===== src/rtl/cpu_seq_pkg.sv =====
// Shared definitions for the RV32 multi-cycle sequencer: state codes and defaults.
package cpu_seq_pkg;

    // Sequencer state codes; they appear unchanged on the debug state output.
    typedef enum logic [2:0] {
        ST_HALT   = 3'd0,
        ST_FETCH  = 3'd1,
        ST_DECODE = 3'd2,
        ST_EXEC   = 3'd3,
        ST_MEM    = 3'd4,
        ST_WB     = 3'd5
    } seq_state_e;

    localparam int unsigned CNT_W_DEFAULT   = 32;
    localparam int unsigned TIMEOUT_DEFAULT = 255;
    localparam int unsigned TO_W_DEFAULT    = 8;

endpackage


===== src/rtl/mem_wait_timer.sv =====
// Counts un-acknowledged memory wait cycles and flags the cycle that would
// reach the TIMEOUT limit. TIMEOUT=0 disables expiry. 2^TO_W must exceed TIMEOUT.
module mem_wait_timer #(
    parameter int unsigned TIMEOUT = 255,
    parameter int unsigned TO_W    = 8
) (
    input  logic clk,
    input  logic rstn,
    input  logic clr,
    input  logic en,
    input  logic ack,
    output logic expired
);

    localparam logic [TO_W:0] LIMIT  = (TO_W+1)'(TIMEOUT);
    localparam logic [TO_W:0] ONE_W  = (TO_W+1)'(1);
    localparam logic          TO_ON  = (TIMEOUT != 32'd0);

    logic [TO_W-1:0] cnt_q;
    logic [TO_W-1:0] cnt_d;

    // Expiry fires in the cycle whose un-acked increment would hit the limit;
    // an ack in that same cycle takes priority.
    always_comb begin
        cnt_d   = cnt_q;
        expired = 1'b0;
        if (clr) begin
            cnt_d = '0;
        end else if (en && !ack) begin
            cnt_d = cnt_q + TO_W'(1);
        end
        if (TO_ON && en && !ack && (({1'b0, cnt_q} + ONE_W) == LIMIT)) begin
            expired = 1'b1;
        end
    end

    // Wait counter register.
    always_ff @(posedge clk or negedge rstn) begin
        if (!rstn) begin
            cnt_q <= '0;
        end else begin
            cnt_q <= cnt_d;
        end
    end

endmodule


===== src/rtl/multicycle_seq.sv =====
// Multi-cycle sequencer: steps the datapath through FETCH/DECODE/EXEC/MEM/WB,
// owns run/step/halt control, the memory req/ack wait with timeout, and the
// committed-instruction and active-cycle counters.
// Memory handshake: mem_req stays high in FETCH/MEM until a cycle with mem_ack=1;
// that cycle completes the request, and mem_ack is ignored in every other state.
module multicycle_seq
    import cpu_seq_pkg::*;
#(
    parameter int unsigned CNT_W   = CNT_W_DEFAULT,
    parameter int unsigned TIMEOUT = TIMEOUT_DEFAULT,
    parameter int unsigned TO_W    = TO_W_DEFAULT
) (
    input  logic             clk,
    input  logic             rstn,
    input  logic             run,
    input  logic             step,
    input  logic             halt_req,
    input  logic             dec_rf_we,
    input  logic             dec_mem_we,
    input  logic             dec_load,
    input  logic             dec_ebreak,
    input  logic             mem_ack,
    output logic             mem_req,
    output logic             mem_wr,
    output logic             ir_we,
    output logic             pc_we,
    output logic             rf_we,
    output logic             halted,
    output logic             err,
    output logic [2:0]       state,
    output logic [CNT_W-1:0] inst_cnt,
    output logic [CNT_W-1:0] cycle_cnt
);

    seq_state_e       state_q, state_d;
    logic             run_mode_q, run_mode_d;
    logic             halt_pend_q, halt_pend_d;
    logic             err_q, err_d;
    logic [CNT_W-1:0] inst_cnt_q, inst_cnt_d;
    logic [CNT_W-1:0] cycle_cnt_q, cycle_cnt_d;

    logic waiting;
    logic to_expired;

    assign waiting = (state_q == ST_FETCH) || (state_q == ST_MEM);

    // One timer serves both FETCH and MEM; it is held clear in every other state,
    // so it always starts from zero when either wait state is entered.
    mem_wait_timer #(
        .TIMEOUT (TIMEOUT),
        .TO_W    (TO_W)
    ) u_timer (
        .clk     (clk),
        .rstn    (rstn),
        .clr     (!waiting),
        .en      (waiting),
        .ack     (mem_ack),
        .expired (to_expired)
    );

    // Next-state, datapath enables and counter updates.
    always_comb begin
        state_d     = state_q;
        run_mode_d  = run_mode_q;
        err_d       = err_q;
        inst_cnt_d  = inst_cnt_q;
        cycle_cnt_d = cycle_cnt_q;
        halt_pend_d = halt_pend_q;
        mem_req     = 1'b0;
        mem_wr      = 1'b0;
        ir_we       = 1'b0;
        pc_we       = 1'b0;
        rf_we       = 1'b0;
        halted      = 1'b0;

        case (state_q)
            ST_HALT: begin
                halted = 1'b1;
                if (run) begin
                    state_d    = ST_FETCH;
                    run_mode_d = 1'b1;
                    err_d      = 1'b0;
                end else if (step) begin
                    state_d    = ST_FETCH;
                    run_mode_d = 1'b0;
                    err_d      = 1'b0;
                end
            end
            ST_FETCH: begin
                mem_req = 1'b1;
                if (mem_ack) begin
                    ir_we   = 1'b1;
                    state_d = ST_DECODE;
                end else if (to_expired) begin
                    state_d = ST_HALT;
                    err_d   = 1'b1;
                end
            end
            ST_DECODE: begin
                state_d = dec_ebreak ? ST_HALT : ST_EXEC;
            end
            ST_EXEC: begin
                state_d = (dec_load || dec_mem_we) ? ST_MEM : ST_WB;
            end
            ST_MEM: begin
                mem_req = 1'b1;
                mem_wr  = dec_mem_we;
                if (mem_ack) begin
                    state_d = ST_WB;
                end else if (to_expired) begin
                    state_d = ST_HALT;
                    err_d   = 1'b1;
                end
            end
            ST_WB: begin
                rf_we      = dec_rf_we;
                pc_we      = 1'b1;
                inst_cnt_d = inst_cnt_q + CNT_W'(1);
                if (run_mode_q && !halt_req && !halt_pend_q) begin
                    state_d = ST_FETCH;
                end else begin
                    state_d = ST_HALT;
                end
            end
            default: begin
                state_d = ST_HALT;
            end
        endcase

        if (state_q != ST_HALT) begin
            cycle_cnt_d = cycle_cnt_q + CNT_W'(1);
        end

        // A halt request is remembered until the sequencer actually stops.
        if (state_d == ST_HALT) begin
            halt_pend_d = 1'b0;
        end else if (state_q != ST_HALT && halt_req) begin
            halt_pend_d = 1'b1;
        end
    end

    // State and counter registers; reset parks the sequencer in HALT.
    always_ff @(posedge clk or negedge rstn) begin
        if (!rstn) begin
            state_q     <= ST_HALT;
            run_mode_q  <= 1'b0;
            halt_pend_q <= 1'b0;
            err_q       <= 1'b0;
            inst_cnt_q  <= '0;
            cycle_cnt_q <= '0;
        end else begin
            state_q     <= state_d;
            run_mode_q  <= run_mode_d;
            halt_pend_q <= halt_pend_d;
            err_q       <= err_d;
            inst_cnt_q  <= inst_cnt_d;
            cycle_cnt_q <= cycle_cnt_d;
        end
    end

    assign state     = state_q;
    assign err       = err_q;
    assign inst_cnt  = inst_cnt_q;
    assign cycle_cnt = cycle_cnt_q;

endmodule


===== config.mk =====
export PLATFORM = sky130hd
export DESIGN_NAME = multicycle_seq
export DESIGN_NICKNAME = d
export VERILOG_FILES = /design/src/rtl/cpu_seq_pkg.sv /design/src/rtl/mem_wait_timer.sv /design/src/rtl/multicycle_seq.sv
export SDC_FILE = /design/constraint.sdc
export NUM_CORES = 1
export LEC_CHECK = 0
export BUFFER_PORTS_ARGS = -buffer_cell sky130_fd_sc_hd__buf_4
export CAP_MARGIN = 5
export CORE_MARGIN = 2
export CORE_UTILIZATION = 49
export DETAILED_ROUTE_END_ITERATION = 8
export PLACE_DENSITY = 0.79
export SKIP_CTS_REPAIR_TIMING = 1
export SLEW_MARGIN = 40
export SYNTH_ARGS = -nofsm -noshare
export SYNTH_HDL_FRONTEND = slang
export SYNTH_SLANG_ARGS = --single-unit

===== constraint.sdc =====
create_clock -name clk -period 1.75 [get_ports clk]
set_input_delay 0.35 -clock clk [delete_from_list [all_inputs] [get_ports clk]]
set_output_delay 0.35 -clock clk [all_outputs]
set_load 0.01 [all_outputs]

**After elaboration in Yosys (flattened, before gate mapping)**

Cells that the tools add are included.

- Flip-flop bits (word level): 78
- Output and inout port bits: 74
- Word-level logic and storage cells: 67

- Reduce and logical (&&, ||, !) cells: 19
- Eq/ne operators: 10
- Mux-type cells: 27
- Add/sub/neg operators: 4

Operator list:

| operator | count |
|---|---|
| $add 32x1->32 const B | 2 |
| $pmux 3 s6 | 1 |
| $mux 1 | 17 |
| $mux 8 | 2 |
| $mux 3 | 5 |
| $add 8x1->9 const B | 1 |
| $eq 9x8->1 const B | 1 |
| $add 8x1->8 const B | 1 |
| $eq 3x2->1 const B | 2 |
| $eq 3x3->1 const B | 2 |
| $logic_not 3->1 | 2 |
| $reduce_bool 2->1 | 3 |
| $logic_and 1x1->1 | 5 |
| $ne 2x2->1 const B | 2 |
| $reduce_and 4->1 | 1 |
| $eq 3x1->1 const B | 1 |
| $logic_not 1->1 | 3 |
| $ne 3x3->1 const B | 1 |
| $reduce_bool 3->1 | 1 |
| $logic_or 1x1->1 | 2 |
| $mux 2 | 1 |
| $ne 2x1->1 const B | 1 |
| $pmux 1 s2 | 1 |
| $reduce_and 2->1 | 1 |
| $reduce_or 2->1 | 1 |

**Longest topological paths before layout**

Gate-level depths: netlist of the first run.

- Word-level depth: 10
- Mapped depth: 7
- Depth with buffers taken out: 6

**Cells and area by module**

From an unflattened synthesis of the first run, not the netlist that was laid out.

- Cell total of the unflattened synthesis: 346
- Area, all modules: 3736.1 um2

Modules (own cells, without submodules):

| module | area each (um2) | times used | sequential area each (um2) | cells each |
|---|---|---|---|---|
| multicycle_seq | 3280.6 | 1 | 1751.7 | 298 |
| mem_wait_timer | 455.4 | 1 | 200.2 | 48 |

**Least setup slack after synthesis of the first run**

OpenSTA, ideal clock, no wires.

- Path type: register -> register
- Start: register state_q[2], in the netlist state[2]
- End: register state_q[0], in the netlist state[0]
- Data required time: 1616 ps
- Setup time: 134 ps
- Slack: -103 ps
- Arrival: 1719 ps
- Stages on the path, launching flop included: 8
- Clock period less this slack: 1853 ps
- Cell sequence: dfrtp_1 buf_4 nand2b_1 a21o_1 buf_2 or3_1 nor3_2 o31ai_1

- Word-level cells in the longest chain between the ends: 8
- Elaborated cells on any way between the ends: 14
- Those cells by class: 5 x eq/ne; 5 x mux; 4 x reduce/logical

RTL lines:

| element | RTL line | RTL |
|---|---|---|
| from (decl) | multicycle_seq.sv:35 | `seq_state_e state_q, state_d;` |
| from (signal assigned) | multicycle_seq.sv:152 | `state_q <= state_d;` |
| $eq 3x1->1 or $eq 3x3->1 (tied branches) | multicycle_seq.sv:45, multicycle_seq.sv:76 |  |
| $logic_or 1x1->1 | multicycle_seq.sv:45 | `assign waiting = (state_q == ST_FETCH) \|\| (state_q == ST_MEM);` |
| $logic_and 1x1->1 (2 in series) | mem_wait_timer.sv:32 | `if (TO_ON && en && !ack && (({1'b0, cnt_q} + ONE_W) == LIMIT)) begin` |
| $mux 1 | mem_wait_timer.sv:32 |  |
| $mux 3 | multicycle_seq.sv:94, multicycle_seq.sv:110 |  |
| $mux 3 (on tied branches) | multicycle_seq.sv:108, multicycle_seq.sv:91 |  |
| $pmux 3 s6 * | multicycle_seq.sv:76 | `case (state_q)` |
| via state_d[0] | multicycle_seq.sv:35 |  |

Mark *: on every way through the listed nets, which the timed path passes. The rest lies on a longest branch.
A chain may end at the register's enable or synchronous reset.

**Worst setup path after layout of the first run**

- Start: register state_q[2], in the netlist state[2]
- End: output port halted

- Word-level cells in the longest chain between the ends: 2

RTL lines:

| element | RTL line | RTL |
|---|---|---|
| $logic_not 3->1 | multicycle_seq.sv:76 |  |
| $mux 1 | multicycle_seq.sv:76 |  |
| to (decl) | multicycle_seq.sv:28 | `output logic halted,` |

Every way passes these cells.

==> results of run 1 <==
[worst min path at each step]
stage,from,endpoint,depth (start not counted)
after floorplan,rstn,cycle_cnt[0],0
after global placement,rstn,inst_cnt[7],1
after detailed placement,rstn,inst_cnt[7],1
after CTS,rstn,inst_cnt[18],1
after global routing,run,run_mode_q,2
final,run,run_mode_q,2
[through the flow]
step	utilization [%]	setup WS [ns]
finish	70.08	-0.09687
global route	70.08	-0.1508
floorplan	-	-0.05288
global placement	64.10	0.05107
CTS	67.04	-0.1963
detailed placement	64.10	-0.02343
[final cells by class]
type / instances / area [um^2] / share of cell area (%)
Clock buffer: 10 / 127.6 / 2.498
Clock inverter: 6 / 86.33 / 1.690
Inverter: 10 / 40.04 / 0.7835
Multi-Input combinational cell: 244 / 1779 / 34.82
Sequential cell: 78 / 1956 / 38.27
Tap cell: 99 / 123.9 / 2.424
Timing Repair Buffer: 126 / 997.2 / 19.52
[metal layers]
layer | track usage (%) | vias to the layer above | wire length [um]
met5 | 0 | - | 0
met3 | 5.760 | 11 | 400
met2 | 35.39 | 82 | 4239
met1 | 25.70 | 1478 | 3634
met4 | 7.449 | 0 | 123
li1 | - | 1432 | -
[flip-flops by register name, summed over array words and instances (netlist names)]
| name | count |
|---|---|
| state | 3 |
| err | 1 |
| cycle_cnt | 32 |
| inst_cnt | 32 |
| run_mode_q | 1 |
| u_timer.cnt_q | 8 |
| halt_pend_q | 1 |
[logic make-up after synthesis]
logic type / after synthesis / synth area share, %
buf+inv: 18 / 2.167
flops: 78 / 52.83
xor+xnor: 71 / 16.83
fa+ha+maj: 4 / 1.355
compound gates: 19 / 3.285
simple gates: 148 / 22.93
mux: 2 / 0.6095
[cell usage in the layout (no fill, tap or decap), drive strengths merged, types with 3 or more instances in the layout]
cell type and n:
inv 10, nand3 28, nor2 25, clkbuf 10, and4 8, clkinv 3
buf 125, o21ai 5, xnor2 52, xor2 19, nor2b 3, and3 11
or3 3, nand4 18, nor3b 3, ha 4, a21oi 6, nor3 8
nand2 28, dfrtp 78
[power groups by stage]
stage	Combinational (W)	Sequential (W)	Clock [W]
2_1_floorplan	0.000870	0.00233	0
3_3_place_gp	0.00169	0.00223	0
3_5_place_dp	0.00175	0.00226	0
4_1_cts	0.00176	0.00222	0.00148
5_1_grt	0.00228	0.00226	0.00156
6_report	0.00209	0.00223	0.00145
==> results by group, run 1 <==
Outcome
  – Status: complete, but fails checks
  – Violated checks: setup timing

Clocking
  – H-tree levels: 3
  – CTS tree: built
  – CTS buffer count: 9
  – # clock sinks: 78
  – Skew-Pair Late Insertion Delay: 0.35 ns
  – Root Driver: clkbuf_8
  – Clk slew on worst S/H paths: 0.08 ns
  – CTS max path bufs: 2

Die
  – Row Count: 31
  – Initial Utilization: 50.67%
  – Core Box Area: 7292 um^2
  – Die X: 90.84 um
  – Die H: 90.84 um
  – # IOs: 84
  – Total Die Area: 8251 um^2

Final layout
  – Post-route cell area: 5110 um^2
  – Nets: 483
  – Share of cells above drive strength 1: 36.92%
  – Area Growth Syn to Fin: 38.30%
  – Non-filler instance count after layout: 573
  – Fill cell count: 555
  – # diodes: 0

Critical path
  – Critical path fanouts, max: 7
  – Worst setup path start: state[2]
  – Kind of critical path: flip-flop to primary output
  – R2R cell count: 5
  – Reg2reg start: cycle_cnt[6]
  – WP data arrival: 1.50 ns
  – Cells along the critical path: or3_4 -> inv_4 -> buf_6 -> buf_6
  – Worst R2R Setup Slack: 0.07 ns
  – Slowest-stage cell, CP: dfrtp_2
  – Largest stage delay on the critical path: 0.46 ns
  – Worst EP required: 1.40 ns
  – CP Buf/Inv Count: 3
  – CP Capture Point: halted
  – Worst setup SP type: flip-flop
  – Critical path endpoint category: primary output
  – Most used cell, CP: buf_6
  – Family with the most delay on the worst path: flip-flops
  – R2r endpoint: cycle_cnt[15]
  – Stages on worst setup path: 4

Power and ir drop
  – Switching power share of the total: 32.10%
  – Switching pwr: 0.001854 W
  – Clock power share: 25.1%
  – Pwr dens: 1130 nW/um^2
  – Seq pwr share: 38.6%
  – Pint: 0.003922 W
  – Pleak: 2.521 nW
  – Combinational share of power: 36.3%
  – Worst VDD drop: 971.2 uV
  – Power Total: 0.005776 W

Global route
  – Gr usage total: 20.90%
  – First-pass GRT wire length: 13770 um
  – Vias in the first global route: 2934
  – Initial antenna violation count: 0
  – Total grt overflow: 0
  – Largest net degree at the start of global routing: 34

Timing
  – Clk_skew: 0.008541 ns
  – Fin. Hold Viols: 0
  – Fin Setup TNS: -0.1146 ns
  – Max Slew Vio Count: 0
  – Tightest Pin Transition: 0.4476 ns
  – Worst hold slack: 0.2450 ns
  – Peak Freq: 541.5 MHz
  – Final worst slack: -0.09687 ns
  – RSZ-0062 raised after global routing: true
  – Period utilization: 105.5%
  – Min Clock Period, post-route: 1.847 ns
  – Final setup viols: 3
  – Slew headroom: 70.05%

Logic synthesis
  – Yosys warns: 0
  – Ys flop type: dfrtp_1
  – Syn Area/Cell: 10.87 um^2
  – Mapped Cells: 340
  – Netlist cell types: 43
  – Largest cells by area after synthesis: dfrtp_1 (53%), xnor2_1 (12%), xor2_1 (4.5%), nand3_1 (3.8%), nand2_1 (2.8%)
  – Flops & latches, synth: 78
  – Number of synthesized flops with an enable pin: 0
  – Asr flop ratio synth: 100.0%
  – Most instantiated cells after synthesis: dfrtp_1 (78), xnor2_1 (52), nand2_1 (28), nand3_1 (28), nor2_1 (25)
  – Count leader, synth: dfrtp_1
  – Synth top area share: 52.83%
  – Sequential share of the synthesized area: 52.83%
  – Synthesized area: 3695 um^2
  – Largest area contributor in the netlist: dfrtp_1
  – Synth Net Count: 354

Placed design
  – Final GP Congestion: 0.8167
  – I/O Buffers: 83
  – Area after DPL: 4674 um^2
  – Placed insts: 545
  – Hpwl dp: 5983 um

Route
  – DRT Pass-1 Iters: 4
  – Post-route ant nets: 0
  – Number of DRC markers in iteration 0: 118
  – Vias: 3003
  – Vias/cell: 5.241
  – Final WL: 8398 um
  – DRC errors left: 0
  – Routed len/inst: 14.66 um

Worst hold path
  – Tightest Hold Check Type: input port to flip-flop

Flow run
  – Max-capacitance violation count: 0
Power figures use the tool's default switching activity.
==> run 2: changes to the inputs <==
CORE_MARGIN = 5   (was 2)
MAX_ROUTING_LAYER = met4   (was not set)
==> run 2 against run 1 <==
The flow now finishes without violations. Sequential share of layout area rose by 0.62 points. Sequential power barely moved. First-iteration DRC count fell by 15%.
==> results by group, run 2 (synthesis results as in run 1) <==
Outcome
  – Status: finished, final reports clean

Global route
  – Initial antenna violation count: 0
  – Total grt overflow: 0
  – Largest net degree at the start of global routing: 29
  – Gr usage total: 18.74%
  – Vias in the first global route: 3030
  – First-pass GRT wire length: 14250 um

Final layout
  – Commonest non-fill, non-tap cell in the layout: buf_4
  – Fill cell count: 570
  – Area Growth Syn to Fin: 36.27%
  – # diodes: 0
  – Most frequent cells in the layout: buf_4 (114), dfrtp_1 (73), xnor2_1 (52)
  – Post-route cell area: 5035 um^2
  – Share of cells above drive strength 1: 35.31%
  – Nets: 483

Die
  – Core Box Area: 7292 um^2
  – Die X: 96.84 um
  – Total Die Area: 9377 um^2
  – Die H: 96.84 um
  – Row Count: 31
  – # IOs: 84
  – Initial Utilization: 50.67%

Route
  – DRC errors left: 0
  – Post-route ant nets: 0
  – Vias/cell: 5.178
  – DRT Pass-1 Iters: 4
  – Number of DRC markers in iteration 0: 100
  – Vias: 2962
  – Final WL: 8347 um
  – Routed len/inst: 14.59 um

Clocking
  – H-tree levels: 3
  – Clk slew on worst S/H paths: 0.08 ns
  – CTS max path bufs: 2
  – Root Driver: clkbuf_8
  – # clock sinks: 78
  – CTS buffer count: 9
  – Skew-Pair Late Insertion Delay: 0.34 ns
  – CTS tree: built

Timing
  – RSZ-0062 raised after global routing: true
  – Min Clock Period, post-route: 1.746 ns
  – Clk_skew: 0.006700 ns
  – Final worst slack: 0.003648 ns
  – Slew headroom: 73.95%
  – Final setup viols: 0
  – Peak Freq: 572.6 MHz
  – Max Slew Vio Count: 0
  – Period utilization: 99.79%
  – Tightest Pin Transition: 0.3908 ns
  – Fin. Hold Viols: 0

Critical path
  – Worst R2R Setup Slack: 0.06 ns
  – Critical path fanouts, max: 6
  – Worst setup SP type: flip-flop
  – Worst EP required: 1.40 ns
  – Critical path endpoint category: primary output
  – Kind of critical path: flip-flop to primary output
  – Reg2reg start: state[0]
  – R2r endpoint: cycle_cnt[15]
  – R2R cell count: 7
  – WP data arrival: 1.40 ns
  – Worst setup path start: state[2]

Placed design
  – Pre-CTS WS: -0.03558 ns
  – I/O Buffers: 83
  – Area after DPL: 4687 um^2
  – Final GP Congestion: 0.8011
  – Hpwl dp: 6149 um

Power and ir drop
  – Clock power share: 21.8%
  – Switching power share of the total: 32.36%
  – Seq pwr share: 39.6%
  – Pint: 0.003772 W
  – Switching pwr: 0.001804 W
  – Pwr dens: 1107 nW/um^2
  – Worst VDD drop: 970.2 uV
  – Pleak: 2.482 nW
  – Combinational share of power: 38.7%

Flow run
  – Max-capacitance violation count: 0

Worst hold path
  – Hold path depth: 2
  – Worst Hold Path EP: run_mode_q
  – Worst Min Path Start: run
  – Tightest Hold Check Type: input port to flip-flop
==> run 2: power by group through the flow <==
stage	clock (W)	sequential [W]	combinational, W
after floorplan	0	0.00233	0.000870
after global placement	0	0.00222	0.00171
after detailed placement	0	0.00224	0.00177
after CTS	0.00126	0.00221	0.00178
after global routing	0.00132	0.00224	0.00236
final	0.00121	0.00221	0.00216
==> run 2: worst max-delay path, cell delays in order (launching register included) <==
cell and delay (ns):
dfrtp_2 0.43, buf_6 0.12, nand2b_4 0.05, a21o_1 0.19, buf_6 0.13, inv_4 0.04
buf_6 0.08
==> run 2: per-stage QoR <==
step	hold WS (ns)	setup TNS [ns]	cells	utilization [%]	power, W
floorplan	0.05441	-0.1382	340	-	0.003197
global placement	0.2997	0	545	64.28	0.003938
detailed placement	0.3027	-0.03558	545	64.28	0.004009
CTS	-0.08445	-0.3887	560	66.68	0.005243
global route	0.2291	-0.3317	572	69.05	0.005922
finish	0.2588	0	572	69.05	0.005576
==> run 2: layout make-up <==
type	count	area, um^2	share of cell area [%]
clock inverter	3	20.02	0.3976
timing repair buffer	126	1016	20.18
clock buffer	12	155.1	3.082
sequential	78	1958	38.89
multi-input combinational	244	1719	34.15
tap	99	123.9	2.460
inverter	10	42.54	0.8449
==> run 2: routing by layer <==
metal | up-vias | GRT usage, % | wire, um
met5 | - | - | 0
met4 | 0 | 8.747 | 166
met3 | 15 | 4.173 | 344
met2 | 77 | 29.78 | 4127
met1 | 1436 | 22.78 | 3709
li1 | 1434 | - | -
==> run 2: how the worst max path moves through the flow <==
stage               endpoint  slack, ns  cells past startpoint
6_report             mem_req      0.004                      6
5_1_grt              mem_req      -0.06                      6
4_1_cts                rf_we      -0.11                      4
3_5_place_dp   cycle_cnt[24]      -0.04                      7
3_3_place_gp   cycle_cnt[24]      0.009                      7
2_1_floorplan       state[0]      -0.05                      7
==> run 3: changes to the inputs <==
PLACE_DENSITY = 0.87   (was 0.79)
==> run 3 against run 2 <==
The flow now finishes with violations (setup timing). Critical path depth shrank 2. Hold slack gained 0.012 ns. Sequential power is essentially flat. First-iteration DRC count grew 5.0%. Register-to-register slack lost 0.02 ns. Critical path type unchanged. Critical endpoint is now halted.
==> results by group, run 3 (synthesis results as in run 1) <==
Critical path
  – Worst R2R Setup Slack: 0.04 ns
  – Kind of critical path: flip-flop to primary output
  – Largest stage delay on the critical path: 0.46 ns
  – Worst setup SP type: flip-flop
  – Slowest-stage cell, CP: dfrtp_2
  – Cells along the critical path: or3_4 -> inv_2 -> buf_6 -> buf_6
  – Critical path endpoint category: primary output
  – WP data arrival: 1.45 ns
  – Critical path fanouts, max: 5
  – R2R cell count: 7
  – Worst EP required: 1.40 ns
  – Most used cell, CP: buf_6

Power and ir drop
  – Switching pwr: 0.001992 W
  – Switching power share of the total: 33.77%
  – Pint: 0.003906 W
  – Pleak: 2.522 nW
  – Clock power share: 23.9%
  – Worst VDD drop: 868.5 uV
  – Pwr dens: 1150 nW/um^2
  – Seq pwr share: 37.8%
  – Combinational share of power: 38.3%

Timing
  – Period utilization: 102.7%
  – Final setup viols: 4
  – Clk_skew: 0.01734 ns
  – Final worst slack: -0.04727 ns
  – Slew headroom: 70.16%
  – Max Slew Vio Count: 0
  – Fin. Hold Viols: 0
  – Peak Freq: 556.4 MHz
  – RSZ-0062 raised after global routing: true
  – Min Clock Period, post-route: 1.797 ns
  – Fin Setup TNS: -0.1310 ns
  – Tightest Pin Transition: 0.4476 ns

Die
  – Die X: 96.84 um
  – # IOs: 84
  – Total Die Area: 9377 um^2
  – Die H: 96.84 um
  – Initial Utilization: 50.67%
  – Core Box Area: 7292 um^2
  – Row Count: 31

Global route
  – First-pass GRT wire length: 14330 um
  – Vias in the first global route: 2925
  – Gr usage total: 18.72%
  – Total grt overflow: 0
  – Largest net degree at the start of global routing: 38
  – Initial antenna violation count: 0

Route
  – DRT Pass-1 Iters: 5
  – Vias: 3026
  – DRC errors left: 0
  – Final WL: 8876 um
  – Vias/cell: 5.253
  – Number of DRC markers in iteration 0: 105
  – Routed len/inst: 15.41 um
  – Post-route ant nets: 0
  – Met1 wire length: 3871 um
  – Met2 wire length: 4508 um
  – Uppermost routed layer: met4
  – Metal3 WL: 368 um

Outcome
  – Status: complete, but fails checks
  – Violated checks: setup timing

Final layout
  – Share of cells above drive strength 1: 37.32%
  – # diodes: 0
  – Most frequent cells in the layout: buf_4 (117), dfrtp_1 (73), xnor2_1 (52)
  – Post-route cell area: 5126 um^2
  – Area Growth Syn to Fin: 38.74%
  – Commonest non-fill, non-tap cell in the layout: buf_4
  – Nets: 486

Clocking
  – H-tree levels: 3
  – CTS buffer count: 9
  – CTS tree: built
  – Skew-Pair Late Insertion Delay: 0.35 ns
  – Root Driver: clkbuf_8
  – CTS max path bufs: 2
  – # clock sinks: 78
  – Clk slew on worst S/H paths: 0.09 ns

Placed design
  – I/O Buffers: 83
  – Area after DPL: 4659 um^2
  – Final GP Congestion: 0.8442
  – Hpwl dp: 6202 um
  – Pre-CTS WS: 0.04100 ns

Worst hold path
  – Hold path depth: 2
  – Tightest Hold Check Type: input port to flip-flop

Flow run
  – Max-capacitance violation count: 0
-- run 3: worst max-delay path: cells and delay by family (launching register included) --
family | cells | cell delay, ns
buffers and inverters | 3 | 0.26
AND/OR/NAND/NOR | 1 | 0.38
flip-flops | 1 | 0.46
-- run 3: final timing paths --
kind	start	to
min	run	run_mode_q
max	state[2]	halted
max reg2reg	state[2]	cycle_cnt[15]
min in group asynchronous	rstn	inst_cnt[12]
min reg2reg	inst_cnt[31]	inst_cnt[31]
max in group asynchronous	rstn	inst_cnt[14]
-- run 3: area by class of cell --
class / instances / area, um^2
clock buffers: 9 / 123.9
clock inverters: 7 / 80.08
fillers: 534 / 2166
inverters: 10 / 37.54
multi-input cells: 244 / 1773
flip-flops and latches: 78 / 1958
well taps: 99 / 123.9
repair buffers: 129 / 1030
-- run 3: power by group through the flow --
stage	combinational, W	clock, W	sequential [W]
2_1_floorplan	0.000870	0	0.00233
3_3_place_gp	0.00168	0	0.00221
3_5_place_dp	0.00172	0	0.00224
4_1_cts	0.00174	0.00143	0.00221
5_1_grt	0.00245	0.00152	0.00226
6_report	0.00226	0.00141	0.00223
-- run 3: per-layer routing --
layer,track usage (%),vias to the layer above
met4,5.400,0
met3,4.317,11
met1,24.71,1493
met2,29.03,86
met5,-,-
li1,-,1436
-- run 3: per-stage QoR --
stage          hold WS, ns  utilization [%]  instances  power, W
2_1_floorplan      0.05441                -        340  0.003197
3_3_place_gp        0.3175            63.90        543  0.003898
3_5_place_dp        0.3274            63.90        543  0.003967
4_1_cts           -0.05324            66.70        559  0.005378
5_1_grt             0.2631            70.30        576  0.006227
6_report            0.2705            70.30        576  0.005897
